`config.mk`:
```
export PLATFORM = sky130hd
export DESIGN_NAME = cpu_phase_sequencer_flat
export DESIGN_NICKNAME = d
export VERILOG_FILES = /design/src/rtl/cpu_phase_sequencer_pkg.sv /design/src/rtl/cpu_phase_sequencer_if.sv /design/src/rtl/cpu_phase_sequencer_phase_timer.sv /design/src/rtl/cpu_phase_sequencer.sv /design/src/flat_wrapper.sv
export SDC_FILE = /design/constraint.sdc
export NUM_CORES = 1
export LEC_CHECK = 0
export ABC_CLOCK_PERIOD_IN_PS = 2470
export CAP_MARGIN = 25
export CORE_MARGIN = 2
export CORE_UTILIZATION = 44
export CTS_BUF_LIST = sky130_fd_sc_hd__clkbuf_4 sky130_fd_sc_hd__clkbuf_8 sky130_fd_sc_hd__clkbuf_16
export DETAILED_ROUTE_END_ITERATION = 8
export GPL_ROUTABILITY_DRIVEN = 0
export PLACE_DENSITY_LB_ADDON = 0.08
export SKIP_LAST_GASP = 1
export SYNTH_ARGS = -nofsm -noshare
export SYNTH_HDL_FRONTEND = slang
export SYNTH_SLANG_ARGS = --single-unit
```
`constraint.sdc`:
```
create_clock -name clk -period 2.47 [get_ports clk]
set_input_delay 0.247 -clock clk [delete_from_list [all_inputs] [get_ports clk]]
set_output_delay 0.247 -clock clk [all_outputs]
set_load 0.01 [all_outputs]
```
`src/rtl/cpu_phase_sequencer_pkg.sv`:
```
// Shared definitions for the KGP-RISC phase sequencer: phase indices, FSM state
// encoding and the reset phase length.
package cpu_phase_sequencer_pkg;

    localparam int unsigned NUM_PHASES = 5;

    localparam int unsigned PH_FETCH  = 0;
    localparam int unsigned PH_DECODE = 1;
    localparam int unsigned PH_EXEC   = 2;
    localparam int unsigned PH_MEM    = 3;
    localparam int unsigned PH_WB     = 4;

    localparam int unsigned KGP_DEFAULT_DIV = 8;

    // One-hot states; the encoding doubles as the phase output, IDLE is all-zero.
    typedef enum logic [NUM_PHASES-1:0] {
        StIdle   = 5'b00000,
        StFetch  = 5'b00001,
        StDecode = 5'b00010,
        StExec   = 5'b00100,
        StMem    = 5'b01000,
        StWb     = 5'b10000
    } state_e;

endpackage

```
`src/rtl/cpu_phase_sequencer_if.sv`:
```
// Control/status bundle between the datapath controller and the phase sequencer.
interface cpu_phase_sequencer_if
    import cpu_phase_sequencer_pkg::*;
#(
    parameter int unsigned DIV_W = 4
);

    logic                  run;
    logic                  halt_req;
    logic                  div_load;
    logic [DIV_W-1:0]      div_value;
    logic                  skip_mem;
    logic                  mem_ready;
    logic [NUM_PHASES-1:0] phase;
    logic [NUM_PHASES-1:0] stage_en;
    logic                  instr_done;
    logic                  busy;
    logic                  halted;
    logic [DIV_W-1:0]      div_active;

    modport master (
        output run, halt_req, div_load, div_value, skip_mem, mem_ready,
        input  phase, stage_en, instr_done, busy, halted, div_active
    );

    modport slave (
        input  run, halt_req, div_load, div_value, skip_mem, mem_ready,
        output phase, stage_en, instr_done, busy, halted, div_active
    );

endinterface

```
`src/rtl/cpu_phase_sequencer_phase_timer.sv`:
```
// Per-phase cycle counter: counts 0..limit, tc marks the terminal cycle.
module cpu_phase_sequencer_phase_timer #(
    parameter int unsigned DIV_W = 4
) (
    input  logic             clk,
    input  logic             rst_n,
    input  logic             clr,
    input  logic             hold,
    input  logic [DIV_W-1:0] limit,
    output logic             tc
);

    logic [DIV_W-1:0] cnt_q, cnt_d;

    always_comb begin
        cnt_d = cnt_q;
        if (clr) begin
            cnt_d = '0;
        end else if (!hold) begin
            cnt_d = cnt_q + DIV_W'(1);
        end
    end

    always_ff @(posedge clk or negedge rst_n) begin
        if (!rst_n) begin
            cnt_q <= '0;
        end else begin
            cnt_q <= cnt_d;
        end
    end

    assign tc = (cnt_q == limit);

endmodule

```
`src/rtl/cpu_phase_sequencer.sv`:
```
// Single-clock phase sequencer for the multi-cycle KGP-RISC datapath: emits one-hot
// phase and per-phase commit strobes, with programmable phase length, MEM stall and halt.
module cpu_phase_sequencer
    import cpu_phase_sequencer_pkg::*;
#(
    parameter int unsigned DIV_W       = 4,
    parameter int unsigned DEFAULT_DIV = KGP_DEFAULT_DIV
) (
    input  logic                 clk,
    input  logic                 rst_n,
    cpu_phase_sequencer_if.slave bus
);

    state_e           state_q, state_d;
    logic             skip_q, skip_d;
    logic             halt_pending_q, halt_pending_d;
    logic             halted_q, halted_d;
    logic             busy_q, busy_d;
    logic [DIV_W-1:0] div_pending_q, div_pending_d;
    logic [DIV_W-1:0] div_active_q, div_active_d;

    logic tc;
    logic timer_clr;
    logic timer_hold;
    logic enter_idle;
    logic start_instr;

    cpu_phase_sequencer_phase_timer #(
        .DIV_W (DIV_W)
    ) u_phase_timer (
        .clk   (clk),
        .rst_n (rst_n),
        .clr   (timer_clr),
        .hold  (timer_hold),
        .limit (div_active_q),
        .tc    (tc)
    );

    always_comb begin
        state_d = state_q;
        skip_d  = skip_q;
        unique case (state_q)
            StIdle: begin
                if (bus.run && !bus.halt_req) state_d = StFetch;
            end
            StFetch: begin
                if (tc) state_d = StDecode;
            end
            StDecode: begin
                if (tc) begin
                    state_d = StExec;
                    skip_d  = bus.skip_mem;
                end
            end
            StExec: begin
                if (tc) state_d = skip_q ? StWb : StMem;
            end
            StMem: begin
                if (tc && bus.mem_ready) state_d = StWb;
            end
            StWb: begin
                if (tc) begin
                    state_d = (bus.run && !halt_pending_q && !bus.halt_req) ? StFetch : StIdle;
                end
            end
            default: state_d = StIdle;
        endcase
    end

    assign enter_idle  = (state_d == StIdle) && (state_q != StIdle);
    assign start_instr = (state_d == StFetch) && ((state_q == StIdle) || (state_q == StWb));

    // Counter parks at its terminal value while MEM waits for mem_ready.
    assign timer_clr  = (state_d != state_q) || (state_q == StIdle);
    assign timer_hold = (state_q == StMem) && tc && !bus.mem_ready;

    always_comb begin
        halt_pending_d = halt_pending_q;
        if (enter_idle) begin
            halt_pending_d = 1'b0;
        end else if (bus.halt_req && (state_q != StIdle)) begin
            halt_pending_d = 1'b1;
        end

        halted_d = halted_q;
        if ((state_q == StIdle) && (state_d == StFetch)) begin
            halted_d = 1'b0;
        end else if (enter_idle) begin
            halted_d = halt_pending_q || bus.halt_req;
        end

        div_pending_d = bus.div_load ? bus.div_value : div_pending_q;
        // Length only changes between instructions; a same-cycle load is forwarded.
        div_active_d  = div_active_q;
        if (start_instr) begin
            div_active_d = bus.div_load ? bus.div_value : div_pending_q;
        end

        busy_d = (state_d != StIdle);
    end

    always_ff @(posedge clk or negedge rst_n) begin
        if (!rst_n) begin
            state_q        <= StIdle;
            skip_q         <= 1'b0;
            halt_pending_q <= 1'b0;
            halted_q       <= 1'b0;
            busy_q         <= 1'b0;
            div_pending_q  <= DIV_W'(DEFAULT_DIV);
            div_active_q   <= DIV_W'(DEFAULT_DIV);
        end else begin
            state_q        <= state_d;
            skip_q         <= skip_d;
            halt_pending_q <= halt_pending_d;
            halted_q       <= halted_d;
            busy_q         <= busy_d;
            div_pending_q  <= div_pending_d;
            div_active_q   <= div_active_d;
        end
    end

    logic [NUM_PHASES-1:0] stage_en;

    // MEM commits only on the cycle it actually ends, never during a stall.
    always_comb begin
        stage_en         = state_q & {NUM_PHASES{tc}};
        stage_en[PH_MEM] = stage_en[PH_MEM] & bus.mem_ready;
    end

    assign bus.phase      = state_q;
    assign bus.stage_en   = stage_en;
    assign bus.instr_done = stage_en[PH_WB];
    assign bus.busy       = busy_q;
    assign bus.halted     = halted_q;
    assign bus.div_active = div_active_q;

endmodule
```
`src/flat_wrapper.sv`:
```
// flat-port wrapper written by rule: the top's interface ports become plain ports
module cpu_phase_sequencer_flat import cpu_phase_sequencer_pkg::*;
#(
    parameter int unsigned DIV_W       = 4,
    parameter int unsigned DEFAULT_DIV = KGP_DEFAULT_DIV
)
  (clk, rst_n, bus_run, bus_halt_req, bus_div_load, bus_div_value, bus_skip_mem, bus_mem_ready, bus_phase, bus_stage_en, bus_instr_done, bus_busy, bus_halted, bus_div_active);
  cpu_phase_sequencer_if #(.DIV_W(DIV_W)) bus_i ();
  input  logic clk;
  input  logic rst_n;
  input wire logic [$bits(bus_i.run)-1:0] bus_run;
  input wire logic [$bits(bus_i.halt_req)-1:0] bus_halt_req;
  input wire logic [$bits(bus_i.div_load)-1:0] bus_div_load;
  input wire logic [$bits(bus_i.div_value)-1:0] bus_div_value;
  input wire logic [$bits(bus_i.skip_mem)-1:0] bus_skip_mem;
  input wire logic [$bits(bus_i.mem_ready)-1:0] bus_mem_ready;
  output wire logic [$bits(bus_i.phase)-1:0] bus_phase;
  output wire logic [$bits(bus_i.stage_en)-1:0] bus_stage_en;
  output wire logic [$bits(bus_i.instr_done)-1:0] bus_instr_done;
  output wire logic [$bits(bus_i.busy)-1:0] bus_busy;
  output wire logic [$bits(bus_i.halted)-1:0] bus_halted;
  output wire logic [$bits(bus_i.div_active)-1:0] bus_div_active;
  assign bus_i.run = bus_run;
  assign bus_i.halt_req = bus_halt_req;
  assign bus_i.div_load = bus_div_load;
  assign bus_i.div_value = bus_div_value;
  assign bus_i.skip_mem = bus_skip_mem;
  assign bus_i.mem_ready = bus_mem_ready;
  assign bus_phase = bus_i.phase;
  assign bus_stage_en = bus_i.stage_en;
  assign bus_instr_done = bus_i.instr_done;
  assign bus_busy = bus_i.busy;
  assign bus_halted = bus_i.halted;
  assign bus_div_active = bus_i.div_active;
  cpu_phase_sequencer #(.DIV_W(DIV_W), .DEFAULT_DIV(DEFAULT_DIV)) u_core (.clk(clk), .rst_n(rst_n), .bus(bus_i));
endmodule
```
==> metrics.csv <==
stage,metric,value,unit
power,Sequential Power Share,31.3,%
global_routing,number of global-route vias before repair,967,
power,combinational power share,58.4,%
floorplanning,die area,0.00317,mm2
route,DRC,0,
route,drt wl/cell,14.1,um
floorplanning,initial core utilization,47.7,%
synth,Post-synth EDFFs,0,
clock_network,Clock Path Buffers,2,
global_routing,initial antenna violation count,0,
power,P_leak,0.817,nW
timing,final worst-path cycle share,98.1,%
synth,Syn Area/Cell,10.0,um2
floorplanning,Core ar.,0.00252,mm2
synth,synth cell count leaders,"dfrtp_1, nor2_1, mux2_2",
floorplanning,die width,56.3,um
synth,synth unique cells,40,
timing,max_slew headroom,68.0,%
clock_network,Worst-path clk slew,0.13,ns
timing,Least-Margin Pin Slew,0.476,ns
timing,"Hold Vio Cnt, Final",0,
layout,layout cell share with drive strength beyond 1,27.0,%
synth,Ys Warns,0,
synth,post-synth top area share,39.5,%
synth,async set or reset register ratio after synthesis,100,%
timing,unrepaired setup endpoints after global routing,true,
power,Power Density,1010,mW/mm2
power,Peak VDD IR,0.813,mV
power,NetSw,0.665,mW
timing,clock skew,0.00530,ns
synth,Syn Nets,132,
global_routing,first-pass GRT wire length,4.63,mm
route,Initial DRC Count,34,
placement,half-perimeter wire length after placement,2.01,mm
timing,Tmin final,2.42,ns
setup_path,CP endpoint kind,flop,
layout,fin util,66.7,%
synth,ys flop type,dfrtp_1,
global_routing,total gr overflow,0,
setup_path,largest stage delay on the critical path,0.52,ns
synth,Synth area leader,dfrtp_1,
layout,Ant. Diodes,0,
layout,nets,176,
route,DRT antenna net count,0,
setup_path,crit-path cells,"xor2_1, nor4_4, nor2_1, a211o_1, or4b_4, nor3b_2, mux2i_1",
floorplanning,Die Y-Extent,56.3,um
clock_network,CTS buffer count,3,
setup_path,crit path kind,reg2reg,
placement,buffers added on ports,27,
synth,#FFs+latches synth,21,
synth,Synth Cell Area,0.00120,mm2
clock_network,Post-CTS Hold Buffers,0,
clock_network,CTS tree,yes,
power,Tot Pwr,1.71,mW
synth,Synth area leaders,"dfrtp_1, mux2_2, xor2_1",
setup_path,"Req. time, crit path",2.71,ns
setup_path,startpoint of the worst register-to-register path,u_core.u_phase_timer.cnt_q[2]$_DFFE_PN0P_,
synth,sequential area share after synthesis,43.9,%
floorplanning,IO Pins,28,
route,routed vias/inst,5.35,
power,internal power,1.04,mW
synth,Post-Synthesis Cells,120,
timing,fin. max-slew vios,0,
hold_path,HP Class,in2async,
global_routing,Tot GR Track Use,18.4,%
timing,Sum Neg Setup Slack,0,ns
setup_path,Setup crit start kind,flop,
timing,achievable frequency,0.413,GHz
timing,Hold Slack,0.251,ns
floorplanning,Rows,18,
flow_run,max_cap viols,0,
clock_network,Root Buffer,clkbuf_4,
setup_path,Crit-path slowest cell,or4b_4,
clock_network,CTS Sinks,21,
setup_path,CP startpoint,u_core.u_phase_timer.cnt_q[2]$_DFFE_PN0P_,
route,first drt pass iteration count,4,
run_status,status,"complete, no violations",
clock_network,clk_lat worst skew,0.31,ns
route,overall via count from detail_route,1033,
global_routing,pin count of the biggest net entering global routing,22,
power,Net Sw Frac,38.9,%
setup_path,arrival time worst endpoint,2.66,ns
clock_network,htree depth,1,
power,clock power share,10.2,%
layout,Layout area overhead,40.0,%
timing,endpoints failing setup,0,
synth,most frequent cell after synthesis,dfrtp_1,
setup_path,CP Max Fanout,6,
route,WL final,2.72,mm
[cell usage in the layout (no fill, tap or decap), drive strengths merged, types with 2 or more instances in the layout]
master and count:
dfstp 2, o21ai 6, nand3b 2, nor3 3
clkdlybuf4s50 22, nor4b 2, mux2 9, nand2b 2
nor4 3, nand3 3, xor2 7, clkbuf 3
nand2 5, and2 4, dfrtp 19, xnor2 2
o211ai 2, nor2 16, dlymetal6s2s 4, mux2i 3
or2 3, buf 20, a21oi 4
[final timing paths]
path | end | slack (ns) | cells after the start
worst max-delay path | u_core.bus.halted$_DFFE_PN0P_ | 0.05 | 7
min in group clk | u_core.div_pending_q[2]$_DFF_PN0_ | 0.52 | 1
worst min register to register | u_core.div_pending_q[2]$_DFF_PN0_ | 0.52 | 1
max in group asynchronous | u_core.bus.div_active[3]$_DFFE_PN1P_ | 1.95 | 2
worst max register to register | u_core.bus.halted$_DFFE_PN0P_ | 0.05 | 7
worst min-delay path | u_core.div_pending_q[0]$_DFF_PN0_ | 0.25 | 2
[state kept, by name, indices dropped and copies added, names as in the netlist]
name	cells
u_core.bus.phase	5
u_core.bus.div_active	4
u_core.div_pending_q	4
u_core.u_phase_timer.cnt_q	4
u_core.bus.busy	1
u_core.bus.halted	1
u_core.halt_pending_q	1
u_core.skip_q	1
[through the flow]
stage / area [um2] / std cells / worst slack, ns
after global routing: 1680 / 193 / -0.116
after global placement: 1590 / 184 / 0.124
after CTS: 1640 / 191 / 0.00901
after detailed placement: 1590 / 184 / 0.0286
final: 1680 / 193 / 0.0470
after floorplan: 1200 / 120 / 0.0988
[cells by family after synthesis]
family          after synthesis  synth area share, %
simple gates                 49                 23.7
flops                        21                 43.9
compound gates               19                 10.4
mux                          12                 10.9
xor+xnor                      9                 6.56
buf+inv                       9                 3.43
fa+ha+maj                     1                 1.04
[power groups by stage]
stage	Sequential, mW	Combinational, mW	Clock (mW)
after floorplan	0.558	0.547	0
after global placement	0.535	0.937	0
after detailed placement	0.540	0.938	0
after CTS	0.530	0.976	0.181
after global routing	0.549	1.09	0.201
final	0.535	0.997	0.175
[layer usage]
metal	part of all wire, %	GRT usage [%]
met5	0	0
met4	1.5	6.12
met3	5.9	3.00
met2	43	26.4
met1	49	28.2
[worst max-delay path: cells and delay by family (launching register included)]
family	cells	cell delay [ns]
xor gates and xnor gates	1	0.19
muxes	1	0.21
and+or+nand+nor	4	1.31
DFF	1	0.41
AOI/OAI and AO/OA	1	0.24
[cell type report]
class                   instances  area (um2)
multi-input cells              90         651
well taps                      30        37.5
clock buffers                   3        22.5
repair buffers                 47         433
fillers                       210         840
clock inverters                 1        7.51
flip-flops and latches         21         528
inverters                       1        3.75
[timing repair]
| item | 4_1_cts | 5_1_grt |
|---|---|---|
| resized for setup | 1 | 8 |
| setup endpoints to repair | 5 | 10 |
| cloned | 0 | 0 |
| pin swaps | 1 | 1 |
| buffers inserted | 3 | 2 |
No activity file was read; power rests on OpenSTA's default activity.
